==> src/rtl/fft_pkg.sv <==
// Shared constants, types and helpers for the 4-point FFT front end.
// Imported by fft_frame_bank and fft_input_framer.
package fft_pkg;

    localparam int NPT         = 4;
    localparam int LOG2_NPT    = 2;
    localparam int DFLT_DATA_W = 16;

    typedef struct packed {
        logic [DFLT_DATA_W-1:0] re;
        logic [DFLT_DATA_W-1:0] im;
    } cplx_t;

    // Bit-reversed slot index for a 4-point frame
    function automatic logic [LOG2_NPT-1:0] bitrev2(input logic [LOG2_NPT-1:0] i);
        return {i[0], i[1]};
    endfunction

endpackage

==> src/rtl/fft_frame_bank.sv <==
// One 4-slot complex sample register bank with per-slot write enables.
// Cleared synchronously on reset.
module fft_frame_bank
    import fft_pkg::*;
#(
    parameter int DATA_W = DFLT_DATA_W
) (
    input  logic              clk,
    input  logic              reset,
    input  logic [NPT-1:0]    we,
    input  logic [DATA_W-1:0] wr_re,
    input  logic [DATA_W-1:0] wr_im,
    output logic [DATA_W-1:0] rd_re [NPT],
    output logic [DATA_W-1:0] rd_im [NPT]
);

    // Slot storage: clear on reset, otherwise load the enabled slot
    always_ff @(posedge clk) begin
        for (int i = 0; i < NPT; i++) begin
            if (reset) begin
                rd_re[i] <= '0;
                rd_im[i] <= '0;
            end else if (we[i]) begin
                rd_re[i] <= wr_re;
                rd_im[i] <= wr_im;
            end
        end
    end

endmodule

==> src/rtl/fft_input_framer.sv <==
// Serial-to-frame ping-pong buffer feeding fft_4point.
// Define FFT_FRAMER_BITREV_EN for bit-reversed (DIT) slot order.
module fft_input_framer
    import fft_pkg::*;
#(
    parameter int DATA_W = DFLT_DATA_W,
    parameter int CNT_W  = 8
) (
    input  logic              clk,
    input  logic              reset,
    input  logic              s_valid,
    output logic              s_ready,
    input  logic [DATA_W-1:0] s_re,
    input  logic [DATA_W-1:0] s_im,
    output logic              m_valid,
    input  logic              m_ready,
    output logic [DATA_W-1:0] x0_re,
    output logic [DATA_W-1:0] x1_re,
    output logic [DATA_W-1:0] x2_re,
    output logic [DATA_W-1:0] x3_re,
    output logic [DATA_W-1:0] x0_im,
    output logic [DATA_W-1:0] x1_im,
    output logic [DATA_W-1:0] x2_im,
    output logic [DATA_W-1:0] x3_im,
    output logic [CNT_W-1:0]  frame_cnt
);

    logic                wr_bank;
    logic                rd_bank;
    logic [LOG2_NPT-1:0] wr_idx;
    logic [LOG2_NPT-1:0] slot;
    logic [1:0]          full;
    logic [1:0]          full_nxt;
    logic                accept;
    logic                handoff;
    logic                last;
    logic [NPT-1:0]      slot_oh;
    logic [NPT-1:0]      we0;
    logic [NPT-1:0]      we1;

    logic [DATA_W-1:0] b0_re [NPT];
    logic [DATA_W-1:0] b0_im [NPT];
    logic [DATA_W-1:0] b1_re [NPT];
    logic [DATA_W-1:0] b1_im [NPT];

    assign s_ready = !full[wr_bank];
    assign m_valid = full[rd_bank];
    assign accept  = s_valid && s_ready;
    assign handoff = m_valid && m_ready;
    assign last    = (wr_idx == LOG2_NPT'(NPT - 1));

`ifdef FFT_FRAMER_BITREV_EN
    assign slot = bitrev2(wr_idx);
`else
    assign slot = wr_idx;
`endif

    // One-hot slot write enable, steered to the filling bank
    always_comb begin
        slot_oh       = '0;
        slot_oh[slot] = accept;
    end

    assign we0 = wr_bank ? '0 : slot_oh;
    assign we1 = wr_bank ? slot_oh : '0;

    // Completing one bank and draining the other never collide
    always_comb begin
        full_nxt = full;
        if (handoff)
            full_nxt[rd_bank] = 1'b0;
        if (accept && last)
            full_nxt[wr_bank] = 1'b1;
    end

    // Bank pointers, fill index, full flags and handoff counter
    always_ff @(posedge clk) begin
        if (reset) begin
            wr_bank   <= 1'b0;
            rd_bank   <= 1'b0;
            wr_idx    <= '0;
            full      <= '0;
            frame_cnt <= '0;
        end else begin
            full <= full_nxt;
            if (accept) begin
                wr_idx <= wr_idx + LOG2_NPT'(1);
                if (last)
                    wr_bank <= !wr_bank;
            end
            if (handoff) begin
                rd_bank   <= !rd_bank;
                frame_cnt <= frame_cnt + CNT_W'(1);
            end
        end
    end

    fft_frame_bank #(.DATA_W(DATA_W)) u_bank0 (
        .clk   (clk),
        .reset (reset),
        .we    (we0),
        .wr_re (s_re),
        .wr_im (s_im),
        .rd_re (b0_re),
        .rd_im (b0_im)
    );

    fft_frame_bank #(.DATA_W(DATA_W)) u_bank1 (
        .clk   (clk),
        .reset (reset),
        .we    (we1),
        .wr_re (s_re),
        .wr_im (s_im),
        .rd_re (b1_re),
        .rd_im (b1_im)
    );

    assign x0_re = rd_bank ? b1_re[0] : b0_re[0];
    assign x1_re = rd_bank ? b1_re[1] : b0_re[1];
    assign x2_re = rd_bank ? b1_re[2] : b0_re[2];
    assign x3_re = rd_bank ? b1_re[3] : b0_re[3];
    assign x0_im = rd_bank ? b1_im[0] : b0_im[0];
    assign x1_im = rd_bank ? b1_im[1] : b0_im[1];
    assign x2_im = rd_bank ? b1_im[2] : b0_im[2];
    assign x3_im = rd_bank ? b1_im[3] : b0_im[3];

endmodule
==> config.mk <==
export PLATFORM = sky130hd
export DESIGN_NAME = fft_input_framer
export DESIGN_NICKNAME = d
export VERILOG_FILES = /design/src/rtl/fft_pkg.sv /design/src/rtl/fft_frame_bank.sv /design/src/rtl/fft_input_framer.sv
export SDC_FILE = /design/constraint.sdc
export NUM_CORES = 1
export LEC_CHECK = 0
export CORE_ASPECT_RATIO = 1.5
export CORE_MARGIN = 2
export CORE_UTILIZATION = 49
export DETAILED_ROUTE_END_ITERATION = 8
export GPL_TIMING_DRIVEN = 0
export PLACE_DENSITY = 0.74
export SYNTH_ARGS = -nofsm -noshare
export SYNTH_HDL_FRONTEND = slang
export SYNTH_SLANG_ARGS = --single-unit
export TNS_END_PERCENT = 5
==> constraint.sdc <==
create_clock -name clk -period 1.3 [get_ports clk]
set_input_delay 0.26 -clock clk [delete_from_list [all_inputs] [get_ports clk]]
set_output_delay 0.26 -clock clk [all_outputs]
set_load 0.05 [all_outputs]
==> results of run 1 <==
[worst paths after layout]
check / startpoint / end / cells after the start
worst max-delay path: rd_bank$_SDFFE_PP0N_ / x3_re[14] / 5
worst min-delay path: s_re[14] / u_bank1.rd_re[30]$_SDFFE_PP0P_ / 3
worst max register to register: slot[1]$_SDFFE_PP0N_ / u_bank0.rd_im[43]$_SDFFE_PP0P_ / 7
worst min register to register: u_bank1.rd_re[54]$_SDFFE_PP0P_ / u_bank1.rd_re[54]$_SDFFE_PP0P_ / 2
[synth_stat cells (all sizes together)]
library cell  count
a311oi            1
nand3             5
mux2i             1
nand2           516
or3               2
nand4b            4
and4b             4
nand4bb           4
or4               4
nor4b             1
inv               7
nand4             1
o21ai             7
o31ai             4
dfxtp           270
clkbuf           37
nor2b             1
buf             106
ha                5
mux2            130
and4bb            2
nor4bb            2
a21oi           269
nor2              2
[what timing repair did]
item / CTS / global route
setup endpoints to repair: 404 / 407
hold buffers: 0 / 0
cloned: 0 / 4
gates resized for setup: 813 / 225
pin swaps: 0 / 13
[final cells by class]
class	count	area, um^2
clock buffers	38	798
flip-flops and latches	270	5440
well taps	280	350
repair buffers	144	1460
clock inverters	9	73.8
plain buffers	143	1100
inverters	7	30.0
fillers	1920	8370
multi-input cells	965	5360
[flip-flops by register name (all words and copies together) (netlist names)]
signal	flops
u_bank1.rd_im	64
rd_bank	1
wr_bank	1
u_bank0.rd_re	64
full	2
slot	2
frame_cnt	8
u_bank1.rd_re	64
u_bank0.rd_im	64
[metal layers]
layer / vias up / routed length, um / global-route usage (%)
met1: 4865 / 13200 / 31.2
met2: 363 / 18200 / 49.9
met4: 0 / 1540 / 13.1
li1: 4890 / - / -
met5: - / 0 / 0
met3: 82 / 1890 / 3.03
[per-stage QoR]
step / setup slack (ps) / setup TNS, ps / utilization, % / total power (W)
final: -815 / -168710 / 63.6 / 0.0181
after global routing: -843 / -186340 / 63.6 / 0.0185
after CTS: -871 / -194560 / 61.1 / 0.0180
after detailed placement: -984 / -296470 / 57.7 / 0.0104
after global placement: -976 / -288520 / 57.7 / 0.0104
after floorplan: -193 / -20380 / - / 0.00984
[report_power, final]
part | internal (W) | switching (W) | leakage [nW]
Combinational | 0.000618 | 0.00125 | 2.93
Sequential | 0.00840 | 0.0000764 | 2.19
Clock | 0.00446 | 0.00327 | 0.435
[cell families (layout without fill, tap and decap cells)]
family / count (synthesis) / count (layout) / synth area share, %
AO/OA/AOI/OAI: 281 / 281 / 12.5
adder cells (fa/ha/maj): 5 / 5 / 0.549
buffers and inverters: 150 / 341 / 7.37
flip-flops: 270 / 270 / 47.4
multiplexers: 131 / 131 / 12.9
AND/OR/NAND/NOR: 548 / 548 / 19.3
[critical path, cell delays in order (launching register included)]
cell,delay [ps]
dfxtp_2,340
buf_12,150
buf_12,150
buf_12,140
mux2_2,370
buf_6,160
==> results.txt, run 1 <==
status = finished, violations left
failing checks = negative setup slack
CTS tree = built
design area = 14600 um^2
Tcrit/Tclk final = 163%
type of the tightest min-delay check = in -> reg
Peak VDD IR = 0.00107 V
Routed WL = 34800 um
area delta synth->final = 28.1%
actual slew at the worst max-slew pin = 728 ps
Pre-Repair DR Iteration Count = 5
worst-path fanout max = 10
DIE HEIGHT = 191 um
mapped cell area = 11400 um^2
P_leak = 5.55 nW
largest area contributor in the netlist = dfxtp_1
post-synth top area share = 47.4%
Synth cell types = 27
Fin Hold WS = 27.8 ps
row count = 68
Syn Inst Count = 1385
Tot GR Track Use = 27.3%
CTS root buf = clkbuf_16
non-filler cells, final = 1856
synthesized area per cell = 8.23 um^2
post-DP HPWL = 24500 um
Crit path arrival time = 1860 ps
vias per cell = 5.50
DR WL/cell = 18.8 um
setup repair bufs after CTS = 0
Area after DPL = 13300 um^2
Placeable Area = 23000 um^2
Setup crit start kind = flip-flop
layout cells sized above 1 = 28.7%
antenna cells = 0
dpl cells = 1805
initial antenna violation count = 0
largest net degree at the start of global routing = 15
most common cell after layout, fill and taps aside = nand2_1
skew final = 8.10 ps
sequential cell area fraction in the yosys report = 47.4%
vias in the first global route = 9871
clock buffer count from CTS = 26
clk_lat worst skew = 520 ps
Worst R2R Setup Slack = -510 ps
Worst EP required = 1040 ps
H-tree depth = 1
Max Cap Viol = 0
minimum clock period = 2120 ps
Setup Viol. Count Final = 391
DRC violations left = 0
Cell Pwr Density = 1240 nW/um^2
gr ovfl total = 0
GP Congestion = 0.881
Sink Count = 270
Max Fclk = 473 MHz
#FFs+latches synth = 270
global-route wire length before repair = 52600 um
nets = 1598
Synth area leaders = dfxtp_1 (47%), nand2_1 (17%), mux2_2 (13%), a21oi_1 (12%), buf_4 (3.0%)
Synth Net Count = 1426
Clock Path Buffers = 3
via count = 10200
Die Wd = 129 um
max-slew violations = 0
Final Hold Fails = 0
Ports = 174
Starting Density = 49.6%
drt first-iter violations = 766
Final ANT Viol Nets = 0
most frequent cells in the layout = nand2_1 (516), a21oi_1 (268), dfxtp_1 (257)
final setup margin = -815 ps
relative slew slack = 51.5%
Crit. End Element = output port
YS warnings = 0
IO Port Bufs = 140
Clock Pin Slew Worst Setup and Hold Paths = 70 ps
Setup CP Type = reg -> out
RSZ-0062 raised after global routing = yes
total die area = 24500 um^2
No activity file was read; power rests on OpenSTA's default activity.
==> inputs of run 2 (changes only) <==
--- a/config.mk
+++ b/config.mk
@@ -5,13 +5,14 @@
 export SDC_FILE = /design/constraint.sdc
 export NUM_CORES = 1
 export LEC_CHECK = 0
+export CELL_PAD_IN_SITES_DETAIL_PLACEMENT = 1
+export CELL_PAD_IN_SITES_GLOBAL_PLACEMENT = 2
 export CORE_ASPECT_RATIO = 1.5
 export CORE_MARGIN = 2
-export CORE_UTILIZATION = 49
+export CORE_UTILIZATION = 34
 export DETAILED_ROUTE_END_ITERATION = 8
 export GPL_TIMING_DRIVEN = 0
-export PLACE_DENSITY = 0.74
+export PLACE_DENSITY = 0.82
 export SYNTH_ARGS = -nofsm -noshare
 export SYNTH_HDL_FRONTEND = slang
 export SYNTH_SLANG_ARGS = --single-unit
-export TNS_END_PERCENT = 5
==> constraint.sdc (replaced) <==
create_clock -name clk -period 2.5 [get_ports clk]
set_input_delay 0.5 -clock clk [delete_from_list [all_inputs] [get_ports clk]]
set_output_delay 0.5 -clock clk [all_outputs]
set_load 0.05 [all_outputs]
==> run 2 against run 1 <==
  * The flow now finishes without violations
  * Sequential power decreased by 48%
  * Die area rose by 43%
  * Combinational power fell by 52%
  * Routed wire length rose by 15%
  * Critical path depth is the same
  * Clock skew up 9.1 ps
  * Clock power decreased by 45%
  * Worst setup slack better by 820 ps
  * Sequential cell count stayed put
  * Critical endpoint is now x0_im[5]
  * First-iteration DRC count decreased by 50%
  * Non-clock buffer count down 4
  * Register-to-register slack better by 1000 ps
==> results.txt, run 2 (same netlist as run 1, synthesis figures left out) <==
skew final = 17.2 ps
Setup CP Type = reg -> out
Ports = 174
dpl cells = 1945
final setup margin = 4.42 ps
Worst EP required = 2000 ps
Placeable Area = 33200 um^2
vias in the first global route = 10440
DR WL/cell = 20.0 um
vias per cell = 5.02
GP Congestion = 0.801
Crit path arrival time = 2000 ps
drt first-iter violations = 380
Worst R2R Setup Slack = 490 ps
type of the tightest min-delay check = in -> reg
setup tns final = 0 ps
DRC violations left = 0
Setup Viol. Count Final = 0
Starting Density = 34.3%
Die Wd = 154 um
H-tree depth = 1
Max Fclk = 401 MHz
DIE HEIGHT = 228 um
FF-to-FF path depth = 7
Max Cap Viol = 0
initial antenna violation count = 1
status = finished, final reports clean
Clock Path Buffers = 3
Cell Pwr Density = 693 nW/um^2
Tot GR Track Use = 22.3%
relative slew slack = 48.3%
most common cell after layout, fill and taps aside = nand2_1
Clock Pin Slew Worst Setup and Hold Paths = 60 ps
minimum clock period = 2500 ps
global-route wire length before repair = 61200 um
via count = 10017
max-slew violations = 0
Routed WL = 40000 um
Crit. End Element = output port
gr ovfl total = 0
design area = 13700 um^2
Peak VDD IR = 0.000429 V
nets = 1596
RR Endpoint = u_bank0.rd_re[43]$_SDFFE_PP0P_
CTS root buf = clkbuf_16
P_leak = 5.29 nW
CTS tree = built
largest net degree at the start of global routing = 15
layout cells sized above 1 = 26.2%
most frequent cells in the layout = nand2_1 (516), a21oi_1 (269), dfxtp_1 (269)
Area after DPL = 13300 um^2
Sink Count = 270
area delta synth->final = 20.5%
Tcrit/Tclk final = 99.8%
DP Worst Slack = -276 ps
hold path start = s_im[4]
IO Port Bufs = 140
non-filler cells, final = 1995
clk_lat worst skew = 570 ps
antenna cells = 0
hold depth = 3
CTS Hold Bufs = 0
RSZ-0062 raised after global routing = yes
final core utilization = 41.3%
worst-path fanout max = 10
actual slew at the worst max-slew pin = 775 ps
Final Hold Fails = 0
total die area = 35000 um^2
row count = 82
start of the worst register-to-register path = slot[1]$_SDFFE_PP0N_
Final ANT Viol Nets = 0
WHS Endpoint = u_bank0.rd_im[20]$_SDFFE_PP0P_
clock buffer count from CTS = 28
Setup crit start kind = flip-flop
post-DP HPWL = 29000 um
Pre-Repair DR Iteration Count = 4
[run 2: cell count changes in the layout (fill, tap and decap cells not counted), moves of 7 or more]
| cell | previous run | this run |
|---|---|---|
| buf_6 | 80 | 11 |
| buf_2 | 73 | 138 |
| mux2_2 | 86 | 130 |
| mux2_4 | 44 | 0 |
| buf_8 | 24 | 3 |
| clkbuf_2 | 0 | 21 |
| dfxtp_1 | 257 | 269 |
| buf_12 | 11 | 1 |
| clkbuf_1 | 34 | 43 |
| clkdlybuf4s50_1 | 2 | 10 |
| dfxtp_4 | 7 | 0 |
[run 2: metal layers]
layer / GRT usage (%) / part of all wire [%] / up-vias / wire length, um
met4: 8.74 / 3.9 / 2 / 1570
met3: 2.93 / 4.0 / 70 / 1610
li1: - / - / 4869 / -
met2: 41.6 / 52 / 199 / 20900
met5: 0 / 0.020 / - / 8
met1: 25.5 / 40 / 4877 / 15900
[run 2: worst max path at each step]
stage | from | end | cells after the start | slack, ps
4_1_cts | rd_bank$_SDFFE_PP0N_ | m_valid | 5 | -210
3_5_place_dp | rd_bank$_SDFFE_PP0N_ | x2_im[1] | 5 | -280
5_1_grt | rd_bank$_SDFFE_PP0N_ | x2_re[10] | 5 | -50
6_report | rd_bank$_SDFFE_PP0N_ | x0_im[5] | 5 | 4
3_3_place_gp | rd_bank$_SDFFE_PP0N_ | x2_im[1] | 5 | -270
2_1_floorplan | rd_bank$_SDFFE_PP0N_ | x0_im[0] | 4 | 740
[run 2: cell type report]
class	instances	area, um^2
plain buffers	143	910
clock buffers	42	833
clock inverters	8	76.3
fillers	4075	19500
inverters	7	26.3
multi-input cells	965	5170
flip-flops and latches	270	5410
well taps	420	526
repair buffers	140	795
[run 2: critical path, cell delays in order, from the launching register on]
cell	delay, ps
dfxtp_1	320
buf_6	160
buf_12	180
buf_6	170
mux2_2	370
buf_2	220
[run 2: what timing repair did]
action	4_1_cts	5_1_grt
setup buffers	0	0
gates cloned	0	0
gates resized for setup	555	86
pin swaps	0	0
setup endpoints to repair	130	113
[run 2: power by group]
part | internal (W) | switching, W
Combinational | 0.000230 | 0.000656
Clock | 0.00240 | 0.00182
Sequential | 0.00438 | 0.0000375
[run 2: metrics by stage]
step	hold WS, ps	total power (W)
2_1_floorplan	433	0.00512
3_3_place_gp	438	0.00545
3_5_place_dp	446	0.00547
4_1_cts	225	0.00962
5_1_grt	234	0.00983
6_report	239	0.00952
